[src/rtl/req_encoder_4x2_if.sv]
// Handshake and request bundle for the 4-to-2 request encoder.
// The slave side is the encoder. The master side is whoever drives the
// request lines and consumes the grant (decoder select path or a bench).
`timescale 1ns/1ps

interface req_encoder_4x2_if;
    logic       in0;
    logic       in1;
    logic       in2;
    logic       in3;
    logic       ack;
    logic       clr_overrun;
    logic [1:0] sel;
    logic       valid;
    logic       multi;
    logic       overrun;
    logic [3:0] pending;

    modport slave (
        input  in0,
        input  in1,
        input  in2,
        input  in3,
        input  ack,
        input  clr_overrun,
        output sel,
        output valid,
        output multi,
        output overrun,
        output pending
    );

    modport master (
        output in0,
        output in1,
        output in2,
        output in3,
        output ack,
        output clr_overrun,
        input  sel,
        input  valid,
        input  multi,
        input  overrun,
        input  pending
    );
endinterface

[src/rtl/req_encoder_4x2.sv]
// Sequential 4-to-2 request encoder.
// Rising edges on four request lines are latched as pending requests.
// Pending requests are arbitrated round-robin and offered one at a time as a
// 2-bit index on a valid/ack handshake. Every output is registered.
//
// state    | meaning
// ---------+------------------------------------------------------------
// ST_IDLE  | no offer; picks the next pending request in search order
// ST_OFFER | sel/multi held, valid=1, waiting for ack
`timescale 1ns/1ps

module req_encoder_4x2 (
    input  logic              clock,
    input  logic              reset_n,
    req_encoder_4x2_if.slave  bus
);

    typedef enum logic [0:0] {
        ST_IDLE  = 1'b0,
        ST_OFFER = 1'b1
    } state_t;

    state_t     state_q, state_d;

    logic [3:0] req_lines;
    logic [3:0] in_q;
    logic [3:0] rise;

    logic [3:0] pending_q, pending_d;
    logic       overrun_q, overrun_d;
    logic [1:0] sel_q, sel_d;
    logic       multi_q, multi_d;
    logic       valid_q, valid_d;
    logic [1:0] last_q, last_d;

    logic       accept;
    logic [3:0] ack_clr;
    logic [3:0] overrun_hit;

    logic [1:0] pick_idx;
    logic       pick_found;
    logic [1:0] cand;
    logic       many;

    assign req_lines = {bus.in3, bus.in2, bus.in1, bus.in0};
    assign rise      = req_lines & ~in_q;

    // An ack is only meaningful while an offer is on the bus.
    assign accept  = (state_q == ST_OFFER) && bus.ack;
    assign ack_clr = accept ? (4'b0001 << sel_q) : 4'b0000;

    // A rise on a line that is already pending is merged and flagged. The bit
    // being acked this cycle is excluded: that rise is a fresh request.
    assign overrun_hit = rise & pending_q & ~ack_clr;

    // More than one bit set: clearing the lowest set bit leaves something.
    assign many = |(pending_q & (pending_q - 4'd1));

    // Edge-detect history of the request lines.
    always_ff @(posedge clock or negedge reset_n) begin
        if (!reset_n) begin
            in_q <= 4'b0000;
        end else begin
            in_q <= req_lines;
        end
    end

    // Pending vector and sticky overrun: new rises beat same-cycle clears.
    always_comb begin
        pending_d = (pending_q & ~ack_clr) | rise;
        overrun_d = overrun_q;
        if (bus.clr_overrun) begin
            overrun_d = 1'b0;
        end
        if (|overrun_hit) begin
            overrun_d = 1'b1;
        end
    end

    // Round-robin pick from the registered pending vector, starting after last.
    always_comb begin
        pick_idx   = 2'd0;
        pick_found = 1'b0;
        cand       = 2'd0;
        for (int k = 1; k <= 4; k++) begin
            cand = last_q + 2'(k);
            if (!pick_found && pending_q[cand]) begin
                pick_idx   = cand;
                pick_found = 1'b1;
            end
        end
    end

    // FSM next-state and registered-output next values.
    always_comb begin
        state_d = state_q;
        sel_d   = sel_q;
        multi_d = multi_q;
        valid_d = valid_q;
        last_d  = last_q;
        case (state_q)
            ST_IDLE: begin
                valid_d = 1'b0;
                if (pick_found) begin
                    sel_d   = pick_idx;
                    multi_d = many;
                    valid_d = 1'b1;
                    state_d = ST_OFFER;
                end
            end
            ST_OFFER: begin
                if (bus.ack) begin
                    last_d  = sel_q;
                    valid_d = 1'b0;
                    state_d = ST_IDLE;
                end
            end
            default: begin
                valid_d = 1'b0;
                state_d = ST_IDLE;
            end
        endcase
    end

    // State and output registers; last resets to 3 so the first search starts at 0.
    always_ff @(posedge clock or negedge reset_n) begin
        if (!reset_n) begin
            state_q   <= ST_IDLE;
            pending_q <= 4'b0000;
            overrun_q <= 1'b0;
            sel_q     <= 2'd0;
            multi_q   <= 1'b0;
            valid_q   <= 1'b0;
            last_q    <= 2'd3;
        end else begin
            state_q   <= state_d;
            pending_q <= pending_d;
            overrun_q <= overrun_d;
            sel_q     <= sel_d;
            multi_q   <= multi_d;
            valid_q   <= valid_d;
            last_q    <= last_d;
        end
    end

    assign bus.sel     = sel_q;
    assign bus.valid   = valid_q;
    assign bus.multi   = multi_q;
    assign bus.overrun = overrun_q;
    assign bus.pending = pending_q;

endmodule

[src/flat_wrapper.sv]
// flat-port wrapper written by rule: the top's interface ports become plain ports
module req_encoder_4x2_flat 
  (clock, reset_n, bus_in0, bus_in1, bus_in2, bus_in3, bus_ack, bus_clr_overrun, bus_sel, bus_valid, bus_multi, bus_overrun, bus_pending);
  req_encoder_4x2_if bus_i ();
  input  logic clock;
  input  logic reset_n;
  input wire logic [$bits(bus_i.in0)-1:0] bus_in0;
  input wire logic [$bits(bus_i.in1)-1:0] bus_in1;
  input wire logic [$bits(bus_i.in2)-1:0] bus_in2;
  input wire logic [$bits(bus_i.in3)-1:0] bus_in3;
  input wire logic [$bits(bus_i.ack)-1:0] bus_ack;
  input wire logic [$bits(bus_i.clr_overrun)-1:0] bus_clr_overrun;
  output wire logic [$bits(bus_i.sel)-1:0] bus_sel;
  output wire logic [$bits(bus_i.valid)-1:0] bus_valid;
  output wire logic [$bits(bus_i.multi)-1:0] bus_multi;
  output wire logic [$bits(bus_i.overrun)-1:0] bus_overrun;
  output wire logic [$bits(bus_i.pending)-1:0] bus_pending;
  assign bus_i.in0 = bus_in0;
  assign bus_i.in1 = bus_in1;
  assign bus_i.in2 = bus_in2;
  assign bus_i.in3 = bus_in3;
  assign bus_i.ack = bus_ack;
  assign bus_i.clr_overrun = bus_clr_overrun;
  assign bus_sel = bus_i.sel;
  assign bus_valid = bus_i.valid;
  assign bus_multi = bus_i.multi;
  assign bus_overrun = bus_i.overrun;
  assign bus_pending = bus_i.pending;
  req_encoder_4x2 u_core (.clock(clock), .reset_n(reset_n), .bus(bus_i));
endmodule
[config.mk]
export PLATFORM = sky130hd
export DESIGN_NAME = req_encoder_4x2_flat
export DESIGN_NICKNAME = d
export VERILOG_FILES = /design/src/rtl/req_encoder_4x2_if.sv /design/src/rtl/req_encoder_4x2.sv /design/src/flat_wrapper.sv
export SDC_FILE = /design/constraint.sdc
export NUM_CORES = 1
export LEC_CHECK = 0
export ABC_CLOCK_PERIOD_IN_PS = 3900
export CAP_MARGIN = 25
export CORE_MARGIN = 4
export CORE_UTILIZATION = 41
export CTS_CLUSTER_SIZE = 16
export DETAILED_ROUTE_END_ITERATION = 10
export DONT_BUFFER_PORTS = 1
export GPL_TIMING_DRIVEN = 0
export PLACE_DENSITY_LB_ADDON = 0.12
export RECOVER_POWER = 50
export SKIP_LAST_GASP = 1
export SYNTH_ARGS = -nofsm -noshare
export SYNTH_HDL_FRONTEND = slang
export SYNTH_SLANG_ARGS = --single-unit
[constraint.sdc]
create_clock -name clock -period 3.9 [get_ports clock]
set_input_delay 0.78 -clock clock [delete_from_list [all_inputs] [get_ports clock]]
set_output_delay 0.78 -clock clock [all_outputs]
set_load 0.01 [all_outputs]
==> results of run 1 <==
## cell families (layout without fill, tap and decap cells)
group / count (synthesis) / in the layout / share of synthesized area
simple gates: 24 / 24 / 0.164
mux: 2 / 2 / 0.0263
buf+inv: 9 / 12 / 0.0493
xor+xnor: 1 / 1 / 0.0115
flops: 16 / 16 / 0.530
compound gates: 24 / 24 / 0.219
## Yosys cell counts (2+ instances only)
library cell  instances  area (um2)
a21oi_1               3        15.0
clkbuf_1              3        11.3
dfrtp_1              14         350
dfstp_2               2        52.6
inv_1                 5        18.8
mux2i_1               2        20.0
nand2_1               7        26.3
nand2b_1              3        18.8
nor2_1                3        11.3
nor3_1                3        15.0
o21ai_0               9        45.0
## state kept, by name, indices dropped and copies added (netlist names)
name                count
u_core.bus.pending      4
u_core.in_q             4
u_core.bus.sel          2
u_core.last_q           2
u_core.bus.multi        1
u_core.bus.overrun      1
u_core.bus.valid        1
u_core.state_q          1
## metal layers
layer  vias to the layer above  routed length, um  global-route usage  part of all wire
met5                         -                  0                   0                 0
met4                         0                 30              0.0673             0.020
met3                         5                143              0.0525             0.094
met2                        25                697               0.206              0.46
met1                       268                647               0.154              0.43
li1                        280                  -                   -                 -
## final cells by class
cell class,count,area (um2)
Multi-Input combinational cell,51,320
Fill cell,169,931
Tap cell,25,31.3
Buffer,4,18.8
Clock buffer,3,22.5
Inverter,5,18.8
Sequential cell,16,403
## path summary, 6_finish.rpt
kind	startpoint	end	slack [ps]	cells past startpoint
worst max-delay path	u_core.bus.pending[1]$_DFF_PN0_	u_core.bus.sel[1]$_DFFE_PN0P_	2270	5
worst min-delay path	reset_n	u_core.bus.sel[1]$_DFFE_PN0P_	170	0
worst max register to register	u_core.bus.pending[1]$_DFF_PN0_	u_core.bus.sel[1]$_DFFE_PN0P_	2270	5
worst min register to register	u_core.in_q[1]$_DFF_PN0_	u_core.bus.pending[1]$_DFF_PN0_	460	1
max in group asynchronous	reset_n	u_core.last_q[1]$_DFFE_PN1P_	3540	0
min in group clock	u_core.in_q[1]$_DFF_PN0_	u_core.bus.pending[1]$_DFF_PN0_	460	1
## power breakdown
part	internal (uW)	switching, uW
clock network	35.9	47.8
logic	79.7	101
registers	215	67.7
total	330	217
## through the flow
stage                     total power (uW)  hold slack (ps)  setup WS, ps   util
after floorplan                        419              437          2190      -
after CTS                              550              175          2260  0.467
final                                  547              174          2270  0.467
after global routing                   591              154          2200  0.467
after detailed placement               466              453          2070  0.454
after global placement                 463              449          2060  0.454
==> impl_metrics.toml, run 1 <==
[worst_hold_path]
hp-class = "input pin to async pin"

[worst_setup_path]
crit_required_ps = 4080
path_cells = "clkbuf_1 > or3b_2 > o21ai_0 > a31oi_1 > a22o_1"
cp_slowest_cell = "or3b_2"
crit_family = "simple AND/OR/NAND/NOR gates"
crit_type = "register to register"
cp_slowest_stage_delay_ps = 490
critPathCaptureType = "register"
cp-start-kind = "register"
path_buf_inv = 1
arrival_ps = 1810
path_max_fanout = 8

[placed_design]
place.gp.congestion = 0.747
dpl.cell_count = 101
placed_area_um2 = 792
numPortBuffers = 0
hpwl_mm = 1.10

[global_route]
antenna_found_initial = 0
grt_max_degree = 17
grt_pass1_wl_mm = 2.56
grt_pass1_vias = 565
grt_use_total = 0.131
overflow = 0

[timing]
period_needed_ps = 1630
rsz0062_at_grt = "false"
skew_ps = 10.1
setup_viol = 0
clock.fmax_mhz = 614
setup_tns_ps = 0
period_share = 0.417
slew_violations = 0
hold_viol = 0
tightestPinTransition_ps = 364
slew_headroom = 0.758

[synth]
syn_avg_cell_area_um2 = 10.0
synth_edf_count = 0
synth_nets = 84
synth_seq_cells = 16
async_reset_ff_frac = 1.00
synth_ff_type = "dfrtp_1"
synth_area_um2 = 761
yosys_warnings = 0
synth_cells = 76
synth.distinct_cells = 33
yosysSeqAreaShare = 0.530

[final_layout]
final_cell_mix = "dfrtp_1 (14), o21ai_0 (9), nand2_1 (7)"
final_design_area_no_fill_um2 = 815
n_antenna_cell = 0
finalNonFillerCells = 104
nets = 89
final_layout_size_suffix_gt1_frac = 0.165
area_delta_synth_final_pct = 7.07
final_common_cell = "dfrtp_1"

[floorplan]
start_util = 0.436
ios = 17
rows = 15
die_w_um = 51.1
die_area_mm2 = 0.00261
core_region_area_mm2 = 0.00175
die_h_um = 51.1

[run]
maxCapViolCount = 0

[clock_network]
cts_made_buffers = 3
clk_path_buf_depth = 2
clk_latency_ps = 290
cts_tree = "done"
cts.sinks = 16
postCtsHoldBufs = 0
clk_pin_slew_ps = 90
clock-root-buffer = "clkbuf_4"
cts_htree_levels = 1
cts.repair.resized = 0
postCtsSetupBuffers = 0

[drt]
vias = 578
drcViolationCount = 0
first_pass_iters = 4
avgViaCountPerCell = 5.56
ant_nets = 0
drt_iter0_drc = 17
wl_per_cell_um = 14.6
wirelength_mm = 1.52

[power]
peakVddDrop_v = 0.000315
power.density_mw_per_mm2 = 671
p_leak_uw = 0.000322

[outcome]
status = "finished clean"
(Power assumes the default switching activity.)
==> run 2, diff against run 1 <==
--- a/config.mk
+++ b/config.mk
@@ -5,7 +5,7 @@
 export SDC_FILE = /design/constraint.sdc
 export NUM_CORES = 1
 export LEC_CHECK = 0
-export ABC_CLOCK_PERIOD_IN_PS = 3900
+export ABC_CLOCK_PERIOD_IN_PS = 1700
 export CAP_MARGIN = 25
 export CORE_MARGIN = 4
 export CORE_UTILIZATION = 41
==> constraint.sdc (replaced) <==
create_clock -name clock -period 1.7 [get_ports clock]
set_input_delay 0.34 -clock clock [delete_from_list [all_inputs] [get_ports clock]]
set_output_delay 0.34 -clock clock [all_outputs]
set_load 0.01 [all_outputs]
==> impl_metrics.toml, run 2 (synthesized netlist as in run 1, its figures left out) <==
[worst_setup_path]
crit_required_ps = 1860
critPathCaptureType = "register"
crit_type = "register to register"
path_max_fanout = 5
cp_slowest_cell = "dfrtp_1"
cp-start-kind = "register"
crit_family = "simple AND/OR/NAND/NOR gates"
path_buf_inv = 0
cp_slowest_stage_delay_ps = 520
path_cells = "nand3_1 > o21ai_0 > o22ai_1 > or4_1"
arrival_ps = 1750

[power]
power.density_mw_per_mm2 = 1530
p_leak_uw = 0.000329
peakVddDrop_v = 0.000723

[final_layout]
n_antenna_cell = 0
final_cell_mix = "dfrtp_1 (14), o21ai_0 (9), nand2_1 (7)"
nets = 90
area_delta_synth_final_pct = 8.55
final_layout_size_suffix_gt1_frac = 0.175
fillers = 168
final_common_cell = "dfrtp_1"

[drt]
ant_nets = 0
wirelength_mm = 1.54
avgViaCountPerCell = 5.54
vias = 582
drt_iter0_drc = 16
first_pass_iters = 4
wl_per_cell_um = 14.7
drcViolationCount = 0

[outcome]
status = "finished clean"

[timing]
clock.fmax_mhz = 632
hold_slack_ps = 72.3
tightestPinTransition_ps = 684
setup_tns_ps = 0
period_needed_ps = 1580
rsz0062_at_grt = "false"
setup_viol = 0
period_share = 0.931
slew_headroom = 0.543
skew_ps = 8.81
slew_violations = 0
hold_viol = 0

[clock_network]
cts_tree = "done"
cts_htree_levels = 1
clk_pin_slew_ps = 90
clock-root-buffer = "clkbuf_4"
postCtsSetupBuffers = 0
clk_latency_ps = 290
clk_path_buf_depth = 2
cts.sinks = 16
cts_made_buffers = 3

[worst_hold_path]
hp-class = "input pin to register"

[floorplan]
ios = 17
rows = 15
core_region_area_mm2 = 0.00175
die_area_mm2 = 0.00261
die_w_um = 51.1
die_h_um = 51.1
start_util = 0.436

[placed_design]
hpwl_mm = 1.10
numPortBuffers = 0
place.gp.congestion = 0.747

[run]
maxCapViolCount = 0

[global_route]
grt_pass1_wl_mm = 2.58
grt_use_total = 0.133
antenna_found_initial = 0
overflow = 0
grt_max_degree = 17
grt_pass1_vias = 569
run 2: cell count changes in the layout (fill, tap and decap cells not counted):
| cell | previous run | this run |
|---|---|---|
| clkbuf_1 | 3 | 2 |
| clkbuf_2 | 0 | 1 |
| dlygate4sd3_1 | 0 | 1 |
run 2: worst paths after layout:
kind	slack, ps	cells after the start	end	startpoint
min in group asynchronous	530	1	u_core.bus.sel[1]$_DFFE_PN0P_	reset_n
worst min register to register	460	1	u_core.bus.pending[1]$_DFF_PN0_	u_core.in_q[1]$_DFF_PN0_
max in group asynchronous	730	1	u_core.in_q[3]$_DFF_PN0_	reset_n
worst max-delay path	120	4	u_core.bus.overrun$_DFFE_PN0P_	u_core.bus.sel[1]$_DFFE_PN0P_
worst min-delay path	70	0	u_core.in_q[1]$_DFF_PN0_	bus_in1
worst max register to register	120	4	u_core.bus.overrun$_DFFE_PN0P_	u_core.bus.sel[1]$_DFFE_PN0P_
run 2: power breakdown:
group          total [uW]  internal (uW)  switching, uW
Clock                 191           82.3            109
Combinational         427            187            240
Sequential            647            492            155
run 2: area by class of cell:
type,count,area (um2),area share
inverters,5,18.8,0.0227
plain buffers,4,20.0,0.0242
repair buffers,1,10.0,0.0121
multi-input cells,51,320,0.388
well taps,25,31.3,0.0379
clock buffers,3,22.5,0.0273
flip-flops and latches,16,403,0.488
run 2: timing repair:
item | 4_1_cts | 5_1_grt
setup endpoints to repair | 0 | 1
resized for setup | 0 | 2
endpoints found under the hold margin | 16 | 0
hold buffers | 1 | 0
run 2: routing by layer:
layer / wire (um) / GRT usage / up-vias
met5: 0 / 0 / -
met4: 24 / 0.0673 / 0
met3: 133 / 0.0525 / 5
met2: 702 / 0.210 / 21
met1: 680 / 0.154 / 273
li1: - / - / 283
run 2: stage by stage:
stage                     area [um2]  utilization  worst slack, ps  cells  power [uW]
final                            826        0.473              117    105        1270
after global routing             826        0.473             17.7    105        1370
after CTS                        825        0.472             64.2    105        1270
after detailed placement         792        0.454             82.0    101        1070
after global placement           792        0.454             68.0    101        1060
after floorplan                  761            -              194     76         961
==> run 3, diff against run 2 <==
--- a/config.mk
+++ b/config.mk
@@ -7,7 +7,7 @@
 export LEC_CHECK = 0
 export ABC_CLOCK_PERIOD_IN_PS = 1700
 export CAP_MARGIN = 25
-export CORE_MARGIN = 4
+export CORE_MARGIN = 2
 export CORE_UTILIZATION = 41
 export CTS_CLUSTER_SIZE = 16
 export DETAILED_ROUTE_END_ITERATION = 10
==> impl_metrics.toml, run 3 (synthesized netlist as in run 1, its figures left out) <==
[drt]
wirelength_mm = 1.49
vias = 565
first_pass_iters = 4
drcViolationCount = 0
drt_iter0_drc = 6
ant_nets = 0
avgViaCountPerCell = 5.38
wl_per_cell_um = 14.2

[floorplan]
ios = 17
core_region_area_mm2 = 0.00173
rows = 15
die_h_um = 47.1
die_area_mm2 = 0.00222
die_w_um = 47.1
start_util = 0.441

[final_layout]
area_delta_synth_final_pct = 8.55
final_cell_mix = "dfrtp_1 (14), o21ai_0 (9), nand2_1 (7)"
final_layout_size_suffix_gt1_frac = 0.175
nets = 90
n_antenna_cell = 0
final_common_cell = "dfrtp_1"

[worst_setup_path]
arrival_ps = 1780
reg2reg_slack_ps = 80
crit_type = "register to register"
crit_required_ps = 1870
path_max_fanout = 8
critPathCaptureType = "register"
cp-start-kind = "register"

[global_route]
grt_pass1_vias = 564
grt_max_degree = 17
grt_pass1_wl_mm = 2.44
grt_use_total = 0.164
overflow = 0
antenna_found_initial = 0

[timing]
setup_viol = 0
slew_violations = 0
tightestPinTransition_ps = 705
hold_viol = 0
skew_ps = 2.93
setup_tns_ps = 0
clock.fmax_mhz = 618
setup_ws_ps = 82.5
rsz0062_at_grt = "false"
period_share = 0.951
slew_headroom = 0.528
period_needed_ps = 1620
hold_slack_ps = 84.8

[placed_design]
numPortBuffers = 0
hpwl_mm = 1.13
dp_slack_ps = 63.6
place.gp.congestion = 0.796

[clock_network]
clk_latency_ps = 270
clock-root-buffer = "clkbuf_4"
cts_made_buffers = 3
cts_htree_levels = 1
clk_pin_slew_ps = 80
cts_tree = "done"
cts.sinks = 16
clk_path_buf_depth = 2
postCtsSetupBuffers = 0

[worst_hold_path]
hp-class = "input pin to register"

[run]
maxCapViolCount = 0

[power]
power.density_mw_per_mm2 = 1530
peakVddDrop_v = 0.000609
power_uw = 1260
p_leak_uw = 0.000329

[outcome]
status = "finished clean"
[run 3: cell counts in the layout (fill, tap and decap cells not counted)]
No cell type changed its count.
[run 3: worst paths after layout]
check | startpoint | to | depth (start not counted)
max | u_core.bus.pending[1]$_DFF_PN0_ | u_core.bus.sel[1]$_DFFE_PN0P_ | 5
min | bus_in1 | u_core.in_q[1]$_DFF_PN0_ | 0
max reg2reg | u_core.bus.pending[1]$_DFF_PN0_ | u_core.bus.sel[1]$_DFFE_PN0P_ | 5
min reg2reg | u_core.in_q[1]$_DFF_PN0_ | u_core.bus.pending[1]$_DFF_PN0_ | 1
max in group asynchronous | reset_n | u_core.state_q$_DFF_PN0_ | 1
min in group asynchronous | reset_n | u_core.bus.overrun$_DFFE_PN0P_ | 1
[run 3: where the power goes]
| part | internal (uW) | leakage (uW) | switching (uW) |
|---|---|---|---|
| logic | 187 | 0.000141 | 241 |
| clock network | 82.0 | 0.0000138 | 105 |
| registers | 493 | 0.000174 | 153 |
[run 3: metrics by stage]
stage / cell area, um2 / utilization / instances
2_1_floorplan: 761 / - / 76
3_3_place_gp: 792 / 0.459 / 101
3_5_place_dp: 792 / 0.459 / 101
4_1_cts: 825 / 0.478 / 105
5_1_grt: 826 / 0.478 / 105
6_report: 826 / 0.478 / 105
[run 3: metal layers]
metal	global-route usage	share of wire	vias to the layer above
met3	0.0346	0.035	2
met5	0	0	-
met4	0.0833	0.0087	0
met2	0.260	0.49	8
met1	0.211	0.46	275
li1	-	-	280
[run 3: final cells by class]
cell class / count / area (um2)
Tap cell: 25 / 31.3
Fill cell: 175 / 901
Buffer: 4 / 20.0
Multi-Input combinational cell: 51 / 320
Sequential cell: 16 / 403
Clock buffer: 3 / 22.5
Timing Repair Buffer: 1 / 10.0
Inverter: 5 / 18.8
[run 3: critical path, cell delays in order (launching register included)]
cell and delay [ps]:
dfrtp_1 420, clkbuf_2 200, or3b_2 480, o21ai_0 90
a31oi_1 110, a22o_1 210
[run 3: timing repair]
action / 4_1_cts / 5_1_grt
hold buffers: 1 / 0
endpoints found under the hold margin: 16 / 0
endpoints found under the setup margin: 0 / 1
resized for setup: 0 / 2
